**src/rtl/adder_share_arbiter_pkg.sv**
```systemverilog
// Shared types and default sizes for the round-robin sum/parity adder arbiter.
package adder_share_pkg;

    typedef enum logic [1:0] {
        IDLE = 2'd0,
        EXEC = 2'd1,
        RESP = 2'd2
    } arb_state_t;

    localparam int DEF_NUM_REQ = 4;
    localparam int DEF_WIDTH   = 8;

endpackage

```
**src/rtl/adder_share_arbiter_if.sv**
```systemverilog
// Request/response bundle between the requesting blocks (master) and the arbiter (slave).
interface adder_share_arbiter_if #(
    parameter int NUM_REQ = 4,
    parameter int WIDTH   = 8
);
    localparam int ID_W = $clog2(NUM_REQ);

    logic [NUM_REQ-1:0]       req_valid;
    logic [NUM_REQ-1:0]       req_ready;
    logic [NUM_REQ*WIDTH-1:0] req_a;
    logic [NUM_REQ*WIDTH-1:0] req_b;
    logic                     rsp_valid;
    logic                     rsp_ready;
    logic [ID_W-1:0]          rsp_id;
    logic [WIDTH-1:0]         rsp_sum;
    logic                     rsp_parity;
    logic                     busy;

    modport master (
        output req_valid, req_a, req_b, rsp_ready,
        input  req_ready, rsp_valid, rsp_id, rsp_sum, rsp_parity, busy
    );

    modport slave (
        input  req_valid, req_a, req_b, rsp_ready,
        output req_ready, rsp_valid, rsp_id, rsp_sum, rsp_parity, busy
    );

endinterface

```
**src/rtl/adder_share_arbiter_sum_parity_unit.sv**
```systemverilog
// Registered (a+b) mod 2^WIDTH and its XOR parity; loads when load_i is high.
module sum_parity_unit #(
    parameter int WIDTH = 8
) (
    input  logic             clk,
    input  logic             rst_n,
    input  logic             load_i,
    input  logic [WIDTH-1:0] a_i,
    input  logic [WIDTH-1:0] b_i,
    output logic [WIDTH-1:0] sum_o,
    output logic             parity_o
);

    logic [WIDTH-1:0] sum_d;
    logic [WIDTH-1:0] sum_q;
    logic             parity_q;

    // Carry-out is deliberately dropped; parity covers the truncated sum only.
    assign sum_d = a_i + b_i;

    always_ff @(posedge clk or negedge rst_n) begin
        if (!rst_n) begin
            sum_q    <= '0;
            parity_q <= 1'b0;
        end else if (load_i) begin
            sum_q    <= sum_d;
            parity_q <= ^sum_d;
        end
    end

    assign sum_o    = sum_q;
    assign parity_o = parity_q;

endmodule

```
**src/rtl/adder_share_arbiter.sv**
```systemverilog
// Round-robin arbiter sharing one registered sum/parity unit between NUM_REQ requesters.
module adder_share_arbiter
    import adder_share_pkg::*;
#(
    parameter int NUM_REQ = DEF_NUM_REQ,
    parameter int WIDTH   = DEF_WIDTH
) (
    input  logic                 clk,
    input  logic                 rst_n,
    adder_share_arbiter_if.slave bus
);

    localparam int ID_W = $clog2(NUM_REQ);

    arb_state_t       state_q;
    logic [ID_W-1:0]  rr_ptr_q;
    logic [ID_W-1:0]  id_q;
    logic [WIDTH-1:0] a_q;
    logic [WIDTH-1:0] b_q;
    logic             rsp_valid_q;

    logic [ID_W:0]        pick;
    logic [ID_W-1:0]      pick_id;
    logic                 grant_vld;
    logic [NUM_REQ-1:0]   req_ready_d;
    logic [WIDTH-1:0]     a_sel;
    logic [WIDTH-1:0]     b_sel;
    logic [ID_W-1:0]      rr_ptr_d;

    // Returns {found, id}: first valid requester scanning ptr, ptr+1, ... mod NUM_REQ.
    function automatic logic [ID_W:0] rr_pick(input logic [NUM_REQ-1:0] valid,
                                              input logic [ID_W-1:0]    ptr);
        logic [ID_W:0] res;
        int            idx;
        res = '0;
        for (int k = NUM_REQ - 1; k >= 0; k--) begin
            idx = (int'(ptr) + k) % NUM_REQ;
            if (valid[idx]) res = {1'b1, ID_W'(idx)};
        end
        return res;
    endfunction

    assign pick      = rr_pick(bus.req_valid, rr_ptr_q);
    assign pick_id   = pick[ID_W-1:0];
    assign grant_vld = (state_q == IDLE) && pick[ID_W];
    assign rr_ptr_d  = (id_q == ID_W'(NUM_REQ - 1)) ? '0 : id_q + 1'b1;

    always_comb begin
        req_ready_d = '0;
        a_sel       = '0;
        b_sel       = '0;
        for (int i = 0; i < NUM_REQ; i++) begin
            if (pick_id == ID_W'(i)) begin
                req_ready_d[i] = grant_vld;
                a_sel          = bus.req_a[i*WIDTH +: WIDTH];
                b_sel          = bus.req_b[i*WIDTH +: WIDTH];
            end
        end
    end

    always_ff @(posedge clk or negedge rst_n) begin
        if (!rst_n) begin
            state_q     <= IDLE;
            rr_ptr_q    <= '0;
            id_q        <= '0;
            a_q         <= '0;
            b_q         <= '0;
            rsp_valid_q <= 1'b0;
        end else begin
            case (state_q)
                IDLE: begin
                    if (grant_vld) begin
                        a_q     <= a_sel;
                        b_q     <= b_sel;
                        id_q    <= pick_id;
                        state_q <= EXEC;
                    end
                end
                EXEC: begin
                    rsp_valid_q <= 1'b1;
                    state_q     <= RESP;
                end
                RESP: begin
                    if (bus.rsp_ready) begin
                        rsp_valid_q <= 1'b0;
                        rr_ptr_q    <= rr_ptr_d;
                        state_q     <= IDLE;
                    end
                end
                default: begin
                    rsp_valid_q <= 1'b0;
                    state_q     <= IDLE;
                end
            endcase
        end
    end

    sum_parity_unit #(.WIDTH(WIDTH)) u_unit (
        .clk      (clk),
        .rst_n    (rst_n),
        .load_i   (state_q == EXEC),
        .a_i      (a_q),
        .b_i      (b_q),
        .sum_o    (bus.rsp_sum),
        .parity_o (bus.rsp_parity)
    );

    assign bus.req_ready = req_ready_d;
    assign bus.rsp_valid = rsp_valid_q;
    assign bus.rsp_id    = id_q;
    assign bus.busy      = (state_q != IDLE);

endmodule

```
**src/flat_wrapper.sv**
```systemverilog
// flat-port wrapper written by rule: the top's interface ports become plain ports
module adder_share_arbiter_flat import adder_share_pkg::*;
#(
    parameter int NUM_REQ = DEF_NUM_REQ,
    parameter int WIDTH   = DEF_WIDTH
)
  (clk, rst_n, bus_req_valid, bus_req_a, bus_req_b, bus_rsp_ready, bus_req_ready, bus_rsp_valid, bus_rsp_id, bus_rsp_sum, bus_rsp_parity, bus_busy);
  adder_share_arbiter_if #(.NUM_REQ(NUM_REQ), .WIDTH(WIDTH)) bus_i ();
  input  logic clk;
  input  logic rst_n;
  input wire logic [$bits(bus_i.req_valid)-1:0] bus_req_valid;
  input wire logic [$bits(bus_i.req_a)-1:0] bus_req_a;
  input wire logic [$bits(bus_i.req_b)-1:0] bus_req_b;
  input wire logic [$bits(bus_i.rsp_ready)-1:0] bus_rsp_ready;
  output wire logic [$bits(bus_i.req_ready)-1:0] bus_req_ready;
  output wire logic [$bits(bus_i.rsp_valid)-1:0] bus_rsp_valid;
  output wire logic [$bits(bus_i.rsp_id)-1:0] bus_rsp_id;
  output wire logic [$bits(bus_i.rsp_sum)-1:0] bus_rsp_sum;
  output wire logic [$bits(bus_i.rsp_parity)-1:0] bus_rsp_parity;
  output wire logic [$bits(bus_i.busy)-1:0] bus_busy;
  assign bus_i.req_valid = bus_req_valid;
  assign bus_i.req_a = bus_req_a;
  assign bus_i.req_b = bus_req_b;
  assign bus_i.rsp_ready = bus_rsp_ready;
  assign bus_req_ready = bus_i.req_ready;
  assign bus_rsp_valid = bus_i.rsp_valid;
  assign bus_rsp_id = bus_i.rsp_id;
  assign bus_rsp_sum = bus_i.rsp_sum;
  assign bus_rsp_parity = bus_i.rsp_parity;
  assign bus_busy = bus_i.busy;
  adder_share_arbiter #(.NUM_REQ(NUM_REQ), .WIDTH(WIDTH)) u_core (.clk(clk), .rst_n(rst_n), .bus(bus_i));
endmodule
```
**config.mk**
```make
export PLATFORM = sky130hd
export DESIGN_NAME = adder_share_arbiter_flat
export DESIGN_NICKNAME = d
export VERILOG_FILES = /design/src/rtl/adder_share_arbiter_pkg.sv /design/src/rtl/adder_share_arbiter_if.sv /design/src/rtl/adder_share_arbiter_sum_parity_unit.sv /design/src/rtl/adder_share_arbiter.sv /design/src/flat_wrapper.sv
export SDC_FILE = /design/constraint.sdc
export NUM_CORES = 1
export LEC_CHECK = 0
export BUFFER_PORTS_ARGS = -buffer_cell sky130_fd_sc_hd__clkbuf_2
export CORE_UTILIZATION = 45
export DETAILED_ROUTE_END_ITERATION = 8
export PLACE_DENSITY = 0.84
export SYNTH_ARGS = -nofsm -noshare
export SYNTH_HDL_FRONTEND = slang
export SYNTH_SLANG_ARGS = --single-unit
```
**constraint.sdc**
```tcl
create_clock -name clk -period 2.8 [get_ports clk]
set_clock_uncertainty 0.05 [all_clocks]
set_input_delay 0.14 -clock clk [delete_from_list [all_inputs] [get_ports clk]]
set_output_delay 0.14 -clock clk [all_outputs]
set_load 0.02 [all_outputs]
```
# After elaboration in Yosys (flattened, before gate mapping)
# Cells that the tools add are included.
# classes
addsub,5
multipliers,0
div_mod_pow,0
order_cmp,4
n_eq_ne,8
shift,0
mux,33
bitwise,4
reduce_logical,12
# ops
op,count
two-way mux 8 bit,8
less-than comparator 3 x 4 -> 1 bit (second input constant),3
two-way mux 1 bit,12
two-way mux 3 bit,4
adder 8 bit,1
binary-select mux 1 bit (select 2 bit),4
equality test 2 bit (second input constant),4
AND reduction 2 bit,4
XOR reduction 8 bit,1
two-way mux 2 bit,3
one-hot mux 2 bit (3 select lines),1
OR reduction 2 bit,3
adder 2 x 1 -> 2 bit (second input constant),2
adder 2 bit (second input constant),2
equality test 2 x 1 -> 1 bit (second input constant),2
zero test 2 bit,2
bitwise AND 1 bit (first input constant),3
less-than comparator 2 x 3 -> 1 bit (second input constant),1
one-hot mux 1 bit (3 select lines),1
inequality test 2 x 1 -> 1 bit (second input constant),1
inequality test 2 bit (second input constant),1
nonzero test 2 bit,1
logical AND 1 bit,1
NOT 1 bit,1
# totals
regBits,32
latchBits,0
mem_bits_rw,0
mem_bits_ro,0
input_bits,71
out_inout_bits,17
wordCells,74
mem_count,0

# Longest topological paths before layout
# logic_depth
depth_word,15
mapped_depth,9
mapped_depth_nobuf,9

# Modules after synthesis
# From an unflattened synthesis, not the netlist that was laid out.
# hier_totals
hier_cells,207
hier_area_um2,2244.7
# by_module_without_submodules
mod,n_inst,cells_per_inst,area_each_um2,seq_area_each_um2
adder_share_arbiter,1,145,1514.0,575.6
sum_parity_unit,1,62,730.7,225.2

# Worst setup path before layout
# Ideal clock, no wire load.
# synth_path
path_type,register to register
from,register u_core.b_q[0]
to,register u_core.u_unit.parity_q (netlist: u_core.u_unit.parity_o)
setup_ps,76
t_arrival_ps,2387
required_time_ps,2674
slack_ps,287
path_stages_with_launch,10
n_path_buf,0
period_less_slack_ps,2513
cell_sequence,dfrtp_1 -> ha_1 -> fa_1 -> a21o_2 -> a21oi_1 -> xnor2_1 -> xnor2_1 -> xnor3_1 -> xnor3_1 -> o21ai_1
# synth_between
elab_chain_cells,2
# synth_rtl
item,line,text
from (decl),adder_share_arbiter.sv:19,logic [WIDTH-1:0] b_q;
from (signal assigned),adder_share_arbiter.sv:74,b_q <= b_sel;
adder 8 bit,adder_share_arbiter_sum_parity_unit.sv:19,assign sum_d = a_i + b_i;
XOR reduction 8 bit,adder_share_arbiter_sum_parity_unit.sv:27,parity_q <= ^sum_d;
to (signal assigned),adder_share_arbiter_sum_parity_unit.sv:27,
to (decl),adder_share_arbiter_sum_parity_unit.sv:16,logic parity_q;
# No other way between the ends.
# A chain may end at the register's enable or synchronous reset.

# Worst setup path after layout
# Same ends and word-level chain as after synthesis.

==> results.yml <==
final_layout:
  syn_to_final_growth_pct: 28.3
  nets: 441
  final_layout_size_suffix_gt1_frac: 0.304
  antennaDiodeCount: 0
  fin_util: 0.613
floorplanning:
  die-area_mm2: 0.00500
  die_x_um: 70.7
  dieHeight_um: 70.7
  core_area_mm2: 0.00444
  io_pins: 88
  start_util: 0.478
  rows: 24
sta:
  rsz0062_at_grt: "false"
  setup_viol: 0
  min_period_ns: 2.63
  tightestPinTransition_ns: 0.749
  slew_viol_final: 0
  fmax_mhz: 381
  period_share: 0.938
  fin_ws_ns: 0.174
  final-hold-violation-count: 0
  tns_ns: 0
  max_slew_margin: 0.501
placement:
  dp_slack_ns: 0.114
  routabilityCongestion: 0.774
  port_buffers: 87
  hpwl_um: 3650
synth:
  synth_edf_count: 0
  synth_top_cell_by_area: "dfrtp_1"
  ys.flop_type: "dfrtp_1"
  netlist_top_cells_count: "nand2_1 (58), nor2_1 (54), o21ai_0 (41)"
  synth_top_cell_area_share: 0.377
  synthArstFlopShare: 1.00
  post_synth_instance_area_mm2: 0.00212
  syn_nets: 358
  synth.yosys.seq_area_share: 0.377
  synth-seq-cells: 32
  synthTopCellsByArea: "dfrtp_1 (38%), nand2_1 (10%), o21ai_0 (9.7%), nor2_1 (9.5%), ha_1 (4.7%)"
  syn_inst: 278
  yosysWarnings: 0
  synth.most_common_cell: "nand2_1"
  ys_types: 33
  syn_avg_cell_area_um2: 7.64
run:
  max-cap-violations: 0
grt:
  grt_pass1_wl_um: 8080
  grt_max_degree: 38
  antenna_found_initial: 0
  groute.usage.overall: 0.203
  overflow: 0
  grt_pass1_vias: 1904
detailed_routing:
  firstDrtPassIters: 7
  wl_per_cell_um: 11.2
  vias: 2097
  avgViaCountPerCell: 5.07
  wirelength_um: 4640
  dr.first_iter.drc_count: 80
  postRouteAntennaNets: 0
  drc_errors: 7
clock_tree:
  clk_path_buf_depth: 2
  cts_tree: "done"
  clock_latency_ns: 0.28
  htreeDepth: 2
  path_clk_slew_ns: 0.07
  cts.sinks: 32
  cts_root_buf: "clkbuf_8"
  numCtsBuffers: 5
worst_setup_path:
  crit_end: "u_core.u_unit.parity_o"
  endpoint_kind: "flip-flop"
  rrSetupSlack_ns: 0.17
  worstReg2RegStart: "u_core.b_q[0]"
  startpoint_type: "flip-flop"
  arrival_ns: 2.78
  path_class: "flip-flop to flip-flop"
  required_ns: 2.96
  reg2reg_depth: 9
  critPathMaxFanout: 3
  critPathLaunch: "u_core.b_q[0]"
  reg2reg_to: "u_core.u_unit.parity_o"
run_status:
  violations: "design-rule violations"
  status: "finished with violations"
power:
  power_density_mw_per_mm2: 1410
  fin_total_pwr_uw: 3850
  ir_drop_mv: 0.690
  leakagePower_uw: 0.00142
hold_path:
  hold_path.class: "input pin to flip-flop"
  hold_depth: 2
[worst min path at each step]
| stage | from | endpoint | slack, ns |
|---|---|---|---|
| finish | bus_rsp_ready | u_core.state_q[1] | 0.04 |
| global route | bus_rsp_ready | u_core.state_q[1] | 0.05 |
| CTS | bus_rsp_ready | u_core.state_q[1] | 0.03 |
| detailed placement | rst_n | u_core.bus.rsp_valid | 0.19 |
| global placement | rst_n | u_core.bus.rsp_valid | 0.19 |
| floorplan | rst_n | u_core.a_q[0] | -0.21 |
[metal layers]
layer,up-vias,global-route usage,share of wire
li1,1098,-,-
met1,913,0.255,0.47
met2,78,0.343,0.45
met3,8,0.0427,0.061
met4,0,0.0778,0.016
met5,-,0,0
[registers in the layout, indices dropped and copies added (netlist names)]
signal,count
u_core.a_q,8
u_core.b_q,8
u_core.bus.rsp_id,2
u_core.bus.rsp_valid,1
u_core.rr_ptr_q,2
u_core.state_q,2
u_core.u_unit.parity_o,1
u_core.u_unit.sum_o,8
[cells by family (layout without fill, tap and decap cells)]
kind of cell    count (synthesis)  in the layout  share of synthesized area
compound gates                 63             63                      0.179
xor+xnor                       11             11                     0.0583
fa+ha+maj                       9              9                     0.0566
buf+inv                        20            104                     0.0371
flops                          32             32                      0.377
mux                             5              5                     0.0259
simple gates                  138            138                      0.266
[power by group]
group	switching, uW	leakage (uW)	internal (uW)	total (uW)
Clock	161	0.0000552	264	425
Combinational	1270	0.000976	1280	2550
Sequential	161	0.000390	710	871
Total	1600	0.00142	2250	3850
[per-stage QoR]
stage,std cells,instance area (um2),hold WS (ns)
5_1_grt,414,2730,0.0470
3_3_place_gp,405,2600,0.191
3_5_place_dp,405,2600,0.194
4_1_cts,414,2720,0.0291
2_1_floorplan,278,2120,-0.206
6_report,414,2730,0.0365
[worst max-delay path, stage by stage (launching register included)]
cell and delay, ns:
dfrtp_1 0.39, ha_1 0.26, fa_1 0.42, a21o_2 0.24, a21oi_2 0.17, xnor2_1 0.17, xnor2_1 0.16, xnor3_1 0.25
xnor3_1 0.34, o21ai_1 0.12
[repair_timing]
action,CTS,global route
setup endpoints to repair,0,1
gates resized for setup,0,1
buffers inserted,0,0
hold buffers,1,0
hold endpoints to repair,32,0
[placed cells by master (no fill, tap or decap), types with 2 or more instances in the layout]
master / Yosys / layout
xnor2_1: 5 / 5
nor3_1: 2 / 2
ha_1: 8 / 8
o21ai_1: 2 / 2
dfrtp_1: 32 / 32
mux2_2: 4 / 4
nand2_1: 58 / 58
clkbuf_8: 0 / 5
o21a_1: 4 / 4
nor2_1: 54 / 54
inv_1: 4 / 4
clkbuf_2: 0 / 87
nand3_1: 16 / 16
o21ai_0: 41 / 41
buf_4: 0 / 4
xnor3_1: 2 / 2
nand2b_1: 3 / 3
and3_1: 2 / 2
xor2_1: 4 / 4
a21oi_1: 7 / 6
[final cells by class]
type                    count  area, um2
multi-input cells         226       1260
flip-flops and latches     32        801
clock inverters             2       35.0
fillers                   422       1720
well taps                  52       65.1
inverters                   4       15.0
clock buffers               6       72.6
repair buffers             92        475
Power figures use the tool's default switching activity.
